**src/rtl/tick_rr_arbiter_if.sv**
```systemverilog
// Handshake bundle between requesters (master) and tick_rr_arbiter (slave).
// drop_cnt exists only when TICK_DROP_CNT_EN is defined.
interface tick_rr_arbiter_if #(
   parameter int NREQ = 4,
   parameter int IDW  = 2
);
   logic [NREQ-1:0] req_tick;
   logic [NREQ-1:0] grant;
   logic [IDW-1:0]  grant_id;
   logic            active;
   logic [NREQ-1:0] pend;
`ifdef TICK_DROP_CNT_EN
   logic [7:0]      drop_cnt;

   modport master (output req_tick, input grant, grant_id, active, pend, drop_cnt);
   modport slave  (input req_tick, output grant, grant_id, active, pend, drop_cnt);
`else
   modport master (output req_tick, input grant, grant_id, active, pend);
   modport slave  (input req_tick, output grant, grant_id, active, pend);
`endif
endinterface

```
**src/rtl/tick_rr_arbiter.sv**
```systemverilog
// Round-robin arbiter for one-cycle button ticks: latch, grant for HOLD cycles, one-cycle gap.
// Optional TICK_DROP_CNT_EN adds a saturating count of ticks absorbed by already-pending requests.
module tick_rr_arbiter #(
   parameter int NREQ = 4,
   parameter int IDW  = 2,
   parameter int HOLD = 3,
   parameter int CW   = 4
) (
   input  logic              slowClk,
   input  logic              reset,
   tick_rr_arbiter_if.slave  bus
);
   localparam int             HOLD_E = (HOLD < 1) ? 1 : HOLD;
   localparam logic [CW-1:0]  LOAD   = CW'(HOLD_E - 1);
   localparam logic [IDW-1:0] LAST0  = IDW'(NREQ - 1);

   typedef enum logic [1:0] {IDLE = 2'd0, GRANT = 2'd1, GAP = 2'd2} state_t;

   state_t          state;
   logic [CW-1:0]   cnt;
   logic [IDW-1:0]  last_id;
   logic            win_found;
   logic [IDW-1:0]  win_id;
   logic [NREQ-1:0] win_oh;
   logic [NREQ-1:0] clr;
   logic            can_grant;

   // Walk from farthest to nearest so the nearest pending index after last_id wins.
   always_comb begin
      int idx;
      win_found = 1'b0;
      win_id    = '0;
      for (int k = NREQ; k >= 1; k--) begin
         idx = (int'(last_id) + k) % NREQ;
         if (bus.pend[idx[IDW-1:0]]) begin
            win_found = 1'b1;
            win_id    = idx[IDW-1:0];
         end
      end
   end

   assign win_oh    = {{(NREQ-1){1'b0}}, 1'b1} << win_id;
   assign can_grant = ((state == IDLE) || (state == GAP)) && win_found;
   assign clr       = can_grant ? win_oh : '0;

   always_ff @(posedge slowClk or posedge reset) begin
      if (reset) begin
         state        <= IDLE;
         cnt          <= '0;
         last_id      <= LAST0;
         bus.grant    <= '0;
         bus.grant_id <= '0;
         bus.active   <= 1'b0;
         bus.pend     <= '0;
      end else begin
         // A fresh tick re-sets the bit being cleared, so a same-edge request is kept.
         bus.pend <= (bus.pend & ~clr) | bus.req_tick;
         case (state)
            IDLE, GAP: begin
               if (win_found) begin
                  state        <= GRANT;
                  bus.grant    <= win_oh;
                  bus.grant_id <= win_id;
                  bus.active   <= 1'b1;
                  cnt          <= LOAD;
                  last_id      <= win_id;
               end else begin
                  state      <= IDLE;
                  bus.grant  <= '0;
                  bus.active <= 1'b0;
               end
            end
            GRANT: begin
               if (cnt == '0) begin
                  state      <= GAP;
                  bus.grant  <= '0;
                  bus.active <= 1'b0;
               end else begin
                  cnt <= cnt - 1'b1;
               end
            end
            default: begin
               state      <= IDLE;
               bus.grant  <= '0;
               bus.active <= 1'b0;
               cnt        <= '0;
            end
         endcase
      end
   end

`ifdef TICK_DROP_CNT_EN
   logic drop_any;
   assign drop_any = |(bus.req_tick & bus.pend);

   always_ff @(posedge slowClk or posedge reset) begin
      if (reset)
         bus.drop_cnt <= '0;
      else if (drop_any && (bus.drop_cnt != 8'hFF))
         bus.drop_cnt <= bus.drop_cnt + 8'd1;
   end
`endif
endmodule

```
**src/flat_wrapper.sv**
```systemverilog
// flat-port wrapper written by rule: the top's interface ports become plain ports
module tick_rr_arbiter_flat 
#(
   parameter int NREQ = 4,
   parameter int IDW  = 2,
   parameter int HOLD = 3,
   parameter int CW   = 4
)
  (slowClk, reset, bus_req_tick, bus_grant, bus_grant_id, bus_active, bus_pend);
  tick_rr_arbiter_if #(.NREQ(NREQ), .IDW(IDW)) bus_i ();
  input  logic slowClk;
  input  logic reset;
  input wire logic [$bits(bus_i.req_tick)-1:0] bus_req_tick;
  output wire logic [$bits(bus_i.grant)-1:0] bus_grant;
  output wire logic [$bits(bus_i.grant_id)-1:0] bus_grant_id;
  output wire logic [$bits(bus_i.active)-1:0] bus_active;
  output wire logic [$bits(bus_i.pend)-1:0] bus_pend;
  assign bus_i.req_tick = bus_req_tick;
  assign bus_grant = bus_i.grant;
  assign bus_grant_id = bus_i.grant_id;
  assign bus_active = bus_i.active;
  assign bus_pend = bus_i.pend;
  tick_rr_arbiter #(.NREQ(NREQ), .IDW(IDW), .HOLD(HOLD), .CW(CW)) u_core (.slowClk(slowClk), .reset(reset), .bus(bus_i));
endmodule
```
**config.mk**
```make
export PLATFORM = sky130hd
export DESIGN_NAME = tick_rr_arbiter_flat
export DESIGN_NICKNAME = d
export VERILOG_FILES = /design/src/rtl/tick_rr_arbiter_if.sv /design/src/rtl/tick_rr_arbiter.sv /design/src/flat_wrapper.sv
export SDC_FILE = /design/constraint.sdc
export NUM_CORES = 1
export LEC_CHECK = 0
export BUFFER_PORTS_ARGS = -buffer_cell sky130_fd_sc_hd__buf_2
export CORE_UTILIZATION = 51
export DETAILED_ROUTE_END_ITERATION = 16
export GPL_TIMING_DRIVEN = 0
export MAX_ROUTING_LAYER = met4
export PLACE_DENSITY = 0.78
export SLEW_MARGIN = 20
export SYNTH_ARGS = -nofsm -noshare
export SYNTH_HDL_FRONTEND = slang
export SYNTH_SLANG_ARGS = --single-unit
export TNS_END_PERCENT = 50
```
**constraint.sdc**
```tcl
create_clock -name slowClk -period 2 [get_ports slowClk]
set_input_delay 0.4 -clock slowClk [delete_from_list [all_inputs] [get_ports slowClk]]
set_output_delay 0.4 -clock slowClk [all_outputs]
set_load 0.02 [all_outputs]
```
-- After elaboration in Yosys (flattened, before gate mapping)
Cells that the tools add are included.
- output and inout bits: 11
- bits in registers: 19
- input port bits: 6
- reduce and logical (&&, ||, !) cells: 7
- shift operators: 1
- $add $sub $neg: 5
- bitwise logic cells: 3
- eq/ne operators: 5
- mux-type cells: 29
- $lt $le $gt $ge: 4
- operators by type and width (operator ; number):
    $mux 4 ; 5
    $pmux 4 s2 ; 2
    $lt 2x3->1 const B ; 4
    $mux 1 ; 11
    $mux 2 ; 5
    $bmux 1 s2 ; 4
    $add 2x1->2 const B ; 2
    $add 2x2->2 const B ; 2
    $and 4x4->4 ; 1
    $logic_not 4->1 ; 1
    $ne 2x1->1 const B ; 2
    $not 4->4 ; 1
    $or 4x4->4 ; 1
    $pmux 2 s2 ; 1
    $reduce_and 2->1 ; 2
    $shl 1x2->4 const A ; 1
    $sub 4x1->4 const B ; 1
    $eq 2x1->1 const B ; 1
    $eq 2x2->1 const B ; 1
    $logic_not 2->1 ; 1
    $ne 2x2->1 const B ; 1
    $pmux 1 s2 ; 1
    $reduce_or 2->1 ; 1
    $logic_and 1x1->1 ; 1
    $logic_or 1x1->1 ; 1

-- Logic depth before layout (Yosys ltp)
- depth in word-level cells: 12
- mapped depth: 6
- depth with buffers taken out: 6

-- Least setup slack after synthesis
Ideal clock, no wire load.
- kind: register to register
- from: register u_core.bus.pend[1]
- to: register u_core.bus.pend[3]
- path slack: 0.467 ns
- arrival time: 1.412 ns
- library setup time: 0.121 ns
- period minus slack after synthesis: 1.533 ns
- cell stages (with the launch flop): 6
- data required time: 1.879 ns
- cells stage by stage: dfrtp_1 > nor4_1 > or2_1 > buf_6 > or3_1 > o22a_1
- longest elaborated chain between the ends: 11
- elaborated cells between the ends (all ways): 22
- classes of those cells: 1 x shift; 17 x mux; 3 x bitwise; 1 x reduce/logical
- RTL lines (what ; RTL line ; RTL):
    from (decl) ; tick_rr_arbiter_if.sv:19 ; modport slave (input req_tick, output grant, grant_id, active, pend);
    from (signal assigned) ; tick_rr_arbiter.sv:57 ; bus.pend <= (bus.pend & ~clr) | bus.req_tick;
    $bmux 1 s2 ; tick_rr_arbiter.sv:35 ; if (bus.pend[idx[IDW-1:0]]) begin
    $mux 1 (implied by the code) ; tick_rr_arbiter.sv:35 ;
    $mux 2 or $mux 1 (tied branches) (4 in series) ; tick_rr_arbiter.sv:35 ;
    $shl 1x2->4 or $logic_and 1x1->1 (tied branches) ; tick_rr_arbiter.sv:42, tick_rr_arbiter.sv:43 ;
    $mux 4 * ; tick_rr_arbiter.sv:44 ; assign clr = can_grant ? win_oh : '0;
    $not 4->4 * ; tick_rr_arbiter.sv:57 ;
    $and 4x4->4 * ; tick_rr_arbiter.sv:57 ;
    $or 4x4->4 * ; tick_rr_arbiter.sv:57 ;
Every way passes the cells marked *; elsewhere a longest branch is shown, timed or not. The select of a mux whose other input is x is not followed.
A chain may end at the register's enable or synchronous reset.

-- Worst setup path in the final report
- from: register u_core.bus.pend[1]
- to: register u_core.cnt[1]
- longest elaborated chain between the ends: 8
- elaborated cells between the ends (all ways): 14
- classes of those cells: 1 x eq/ne; 12 x mux; 1 x reduce/logical
- RTL lines (what ; RTL line ; RTL):
    $bmux 1 s2 ; tick_rr_arbiter.sv:35 ;
    $mux 1 (implied by the code) ; tick_rr_arbiter.sv:35 ;
    $mux 1 (3 in series) ; tick_rr_arbiter.sv:35 ;
    $mux 1 * ; tick_rr_arbiter.sv:35 ;
    $ne 2x1->1 (no line) * ; n/a ;
    $reduce_and 2->1 (no line) * ; n/a ;
    to (signal assigned) ; tick_rr_arbiter.sv:79 ; cnt <= cnt - 1'b1;
    to (decl) ; tick_rr_arbiter.sv:20 ; logic [CW-1:0] cnt;
Marks and branches as above.

==> results by group <==
Clock tree
  – CTS tree: yes
  – H-tree Lvls: 1
  – Setup Buffers After CTS: 0
  – CTS resizes: 0
  – Clock Tree Buf Depth: 2
  – Clock Latency Late Sink: 0.29 ns
  – CTS Sinks: 18
  – Root buffer cell: clkbuf_4
  – Clk slew on worst S/H paths: 0.10 ns
  – Hold-fix buffers, CTS: 0
  – Number of buffers created by CTS: 3

Layout
  – Inserted Diodes: 0
  – Register area: 453 um2
  – Syn-to-layout area delta: 16.1%
  – Most frequent cells in the layout: buf_2 (17), dfrtp_1 (16), nor2_1 (12)
  – Final Net Count: 113
  – Fillers: 118
  – Commonest non-fill, non-tap cell in the layout: buf_2
  – Layout cell share with drive strength beyond 1: 0.250
  – Multi-input gate area: 369 um2

Route
  – DRC viols: 0
  – Routed Wire Length: 1560 um
  – Antenna viol nets, final: 0
  – Via density: 5.70
  – DRT iter0 DRCs: 7
  – First-pass DRT Iterations: 4
  – Routed WL per cell: 13.0 um
  – Vias: 684

Timing
  – Final hold vios: 0
  – Worst Tran Pin Value: 0.677 ns
  – RSZ-0062 raised after global routing: false
  – Sum Neg Setup Slack: 0 ns
  – F_max: 0.639 GHz
  – Final Cycle Share: 0.782
  – Final Max Tran Viols: 0
  – Worst slew margin: 0.548
  – Skew final: 0.00166 ns
  – # setup viols final: 0
  – Post-layout worst setup margin: 0.436 ns
  – Crit path time final: 1.56 ns

Synthesis
  – Post-synthesis cell count: 84
  – Avg Cell Area, Syn: 10.1 um2
  – Seq/Total Area, Yosys: 0.533
  – Synth cell types: 29
  – Synth Cell Area: 850 um2
  – Flops & latches, synth: 18
  – Syn Nets: 92
  – Yosys warning count: 0

Global route
  – Total GRT Usage: 0.212
  – Largest net degree at the start of global routing: 19
  – First-pass GRT wire length: 2780 um
  – Grt ovf: 0
  – Initial antenna violation count: 0
  – Number of global-route vias before repair: 646

Worst setup path
  – Reg2reg path depth: 4
  – Critical path type: flop to flop
  – FF-to-FF End: u_core.cnt[1]
  – R2R setup slack: 0.44 ns
  – Req. time, crit path: 2.19 ns
  – RR Startpoint: u_core.bus.pend[1]
  – Crit Path Max Fanout: 7
  – Crit path launch type: flop
  – Crit path DAT: 1.75 ns
  – CP endpoint kind: flop

Status
  – Outcome: completed

Floorplanning
  – Total Die Area: 0.00183 mm2
  – Initial core utilization: 0.557
  – Core Region: 0.00152 mm2
  – FP Rows: 14
  – Chip Height: 42.8 um
  – Chip Width: 42.8 um
  – I/O pin total: 17

Placement
  – Worst slack at placement: 0.455 ns
  – RePlAce Congestion: 0.858
  – IO buf count: 16
  – HPWL after DPL: 1100 um

Pwr
  – Power per Cell Area: 1770 mW/mm2
  – Peak VDD IR: 0.000835 V
  – Leak: 0.446 nW

Worst hold path
  – HP Class: input port to async pin

Flow run
  – Max-Cap Viols: 0
==> critical path, cell delays in order (launching register included) <==
cell and delay (ns):
dfrtp_1 0.45, nor4_1 0.44, nor2b_1 0.28, nor2_1 0.09
o22a_1 0.21
==> routing by layer <==
metal | vias to the layer above | part of all wire | global-route usage
met1 | 321 | 0.51 | 0.295
met4 | 0 | 0.024 | 0.150
met2 | 17 | 0.43 | 0.288
met5 | - | 0 | -
li1 | 342 | - | -
met3 | 4 | 0.033 | 0.0255
==> synth_stat cells <==
| cell type | n | share of area |
|---|---|---|
| a21o_1 | 3 | 0.027 |
| a21oi_1 | 5 | 0.029 |
| a22o_1 | 1 | 0.010 |
| a31oi_1 | 1 | 0.0074 |
| a32o_1 | 1 | 0.012 |
| and2b_1 | 1 | 0.0088 |
| buf_2 | 1 | 0.0059 |
| buf_6 | 1 | 0.013 |
| dfrtp_1 | 16 | 0.47 |
| dfstp_2 | 2 | 0.062 |
| ha_1 | 2 | 0.029 |
| inv_1 | 3 | 0.013 |
| nand2_1 | 5 | 0.022 |
| nand2b_1 | 4 | 0.029 |
| nand3b_1 | 1 | 0.0088 |
| nor2_1 | 12 | 0.053 |
| nor2b_1 | 2 | 0.015 |
| nor3_1 | 3 | 0.018 |
| nor3b_1 | 1 | 0.0088 |
| nor4_1 | 1 | 0.0074 |
| o21ai_0 | 3 | 0.018 |
| o21ai_1 | 4 | 0.024 |
| o221ai_2 | 1 | 0.018 |
| o22a_1 | 3 | 0.031 |
| o311a_1 | 1 | 0.012 |
| o31ai_1 | 2 | 0.018 |
| or2_1 | 1 | 0.0074 |
| or2_2 | 1 | 0.0074 |
| or3_1 | 2 | 0.015 |
==> layout make-up <==
type                    count  area share
flip-flops and latches     18       0.459
multi-input cells          61       0.374
repair buffers             16      0.0812
inverters                   3      0.0114
well taps                  16      0.0203
plain buffers               2      0.0165
clock buffers               4      0.0368
==> how the worst max path moves through the flow <==
| stage | startpoint | to | slack [ns] |
|---|---|---|---|
| global placement | u_core.bus.pend[1] | u_core.cnt[1] | 0.46 |
| floorplan | u_core.bus.pend[1] | u_core.bus.pend[3] | 0.47 |
| global route | u_core.bus.pend[1] | u_core.cnt[1] | 0.27 |
| finish | u_core.bus.pend[1] | u_core.cnt[1] | 0.44 |
| detailed placement | u_core.bus.pend[1] | u_core.cnt[1] | 0.46 |
| CTS | u_core.bus.pend[1] | u_core.cnt[1] | 0.43 |
==> flip-flops by register name, summed over array words and instances (netlist names) <==
name                 cells
u_core.last_id           2
u_core.cnt               4
u_core.bus.grant_id      2
u_core.bus.pend          4
u_core.state             2
u_core.bus.grant         4
==> logic make-up (layout without fill, tap and decap cells) <==
group / Yosys count / after routing / synth area share
compound gates: 25 / 25 / 0.205
simple gates: 34 / 34 / 0.200
fa+ha+maj: 2 / 2 / 0.0295
flops: 18 / 18 / 0.533
buf+inv: 5 / 25 / 0.0324
==> where the power goes <==
group,switching [mW],internal (mW),total (mW)
registers,0.136,0.530,0.666
logic,0.507,0.352,0.860
clock network,0.111,0.111,0.222
total,0.755,0.993,1.75
==> stage by stage <==
stage	total power, mW	std cells	instance area (um2)	utilization	hold WS [ns]
after floorplan	1.31	84	850	-	0.337
after global placement	1.51	116	950	0.623	0.461
after detailed placement	1.54	116	950	0.623	0.470
after CTS	1.77	120	986	0.647	0.206
after global routing	1.89	120	986	0.647	0.244
final	1.75	120	986	0.647	0.189
Power figures use the tool's default switching activity.
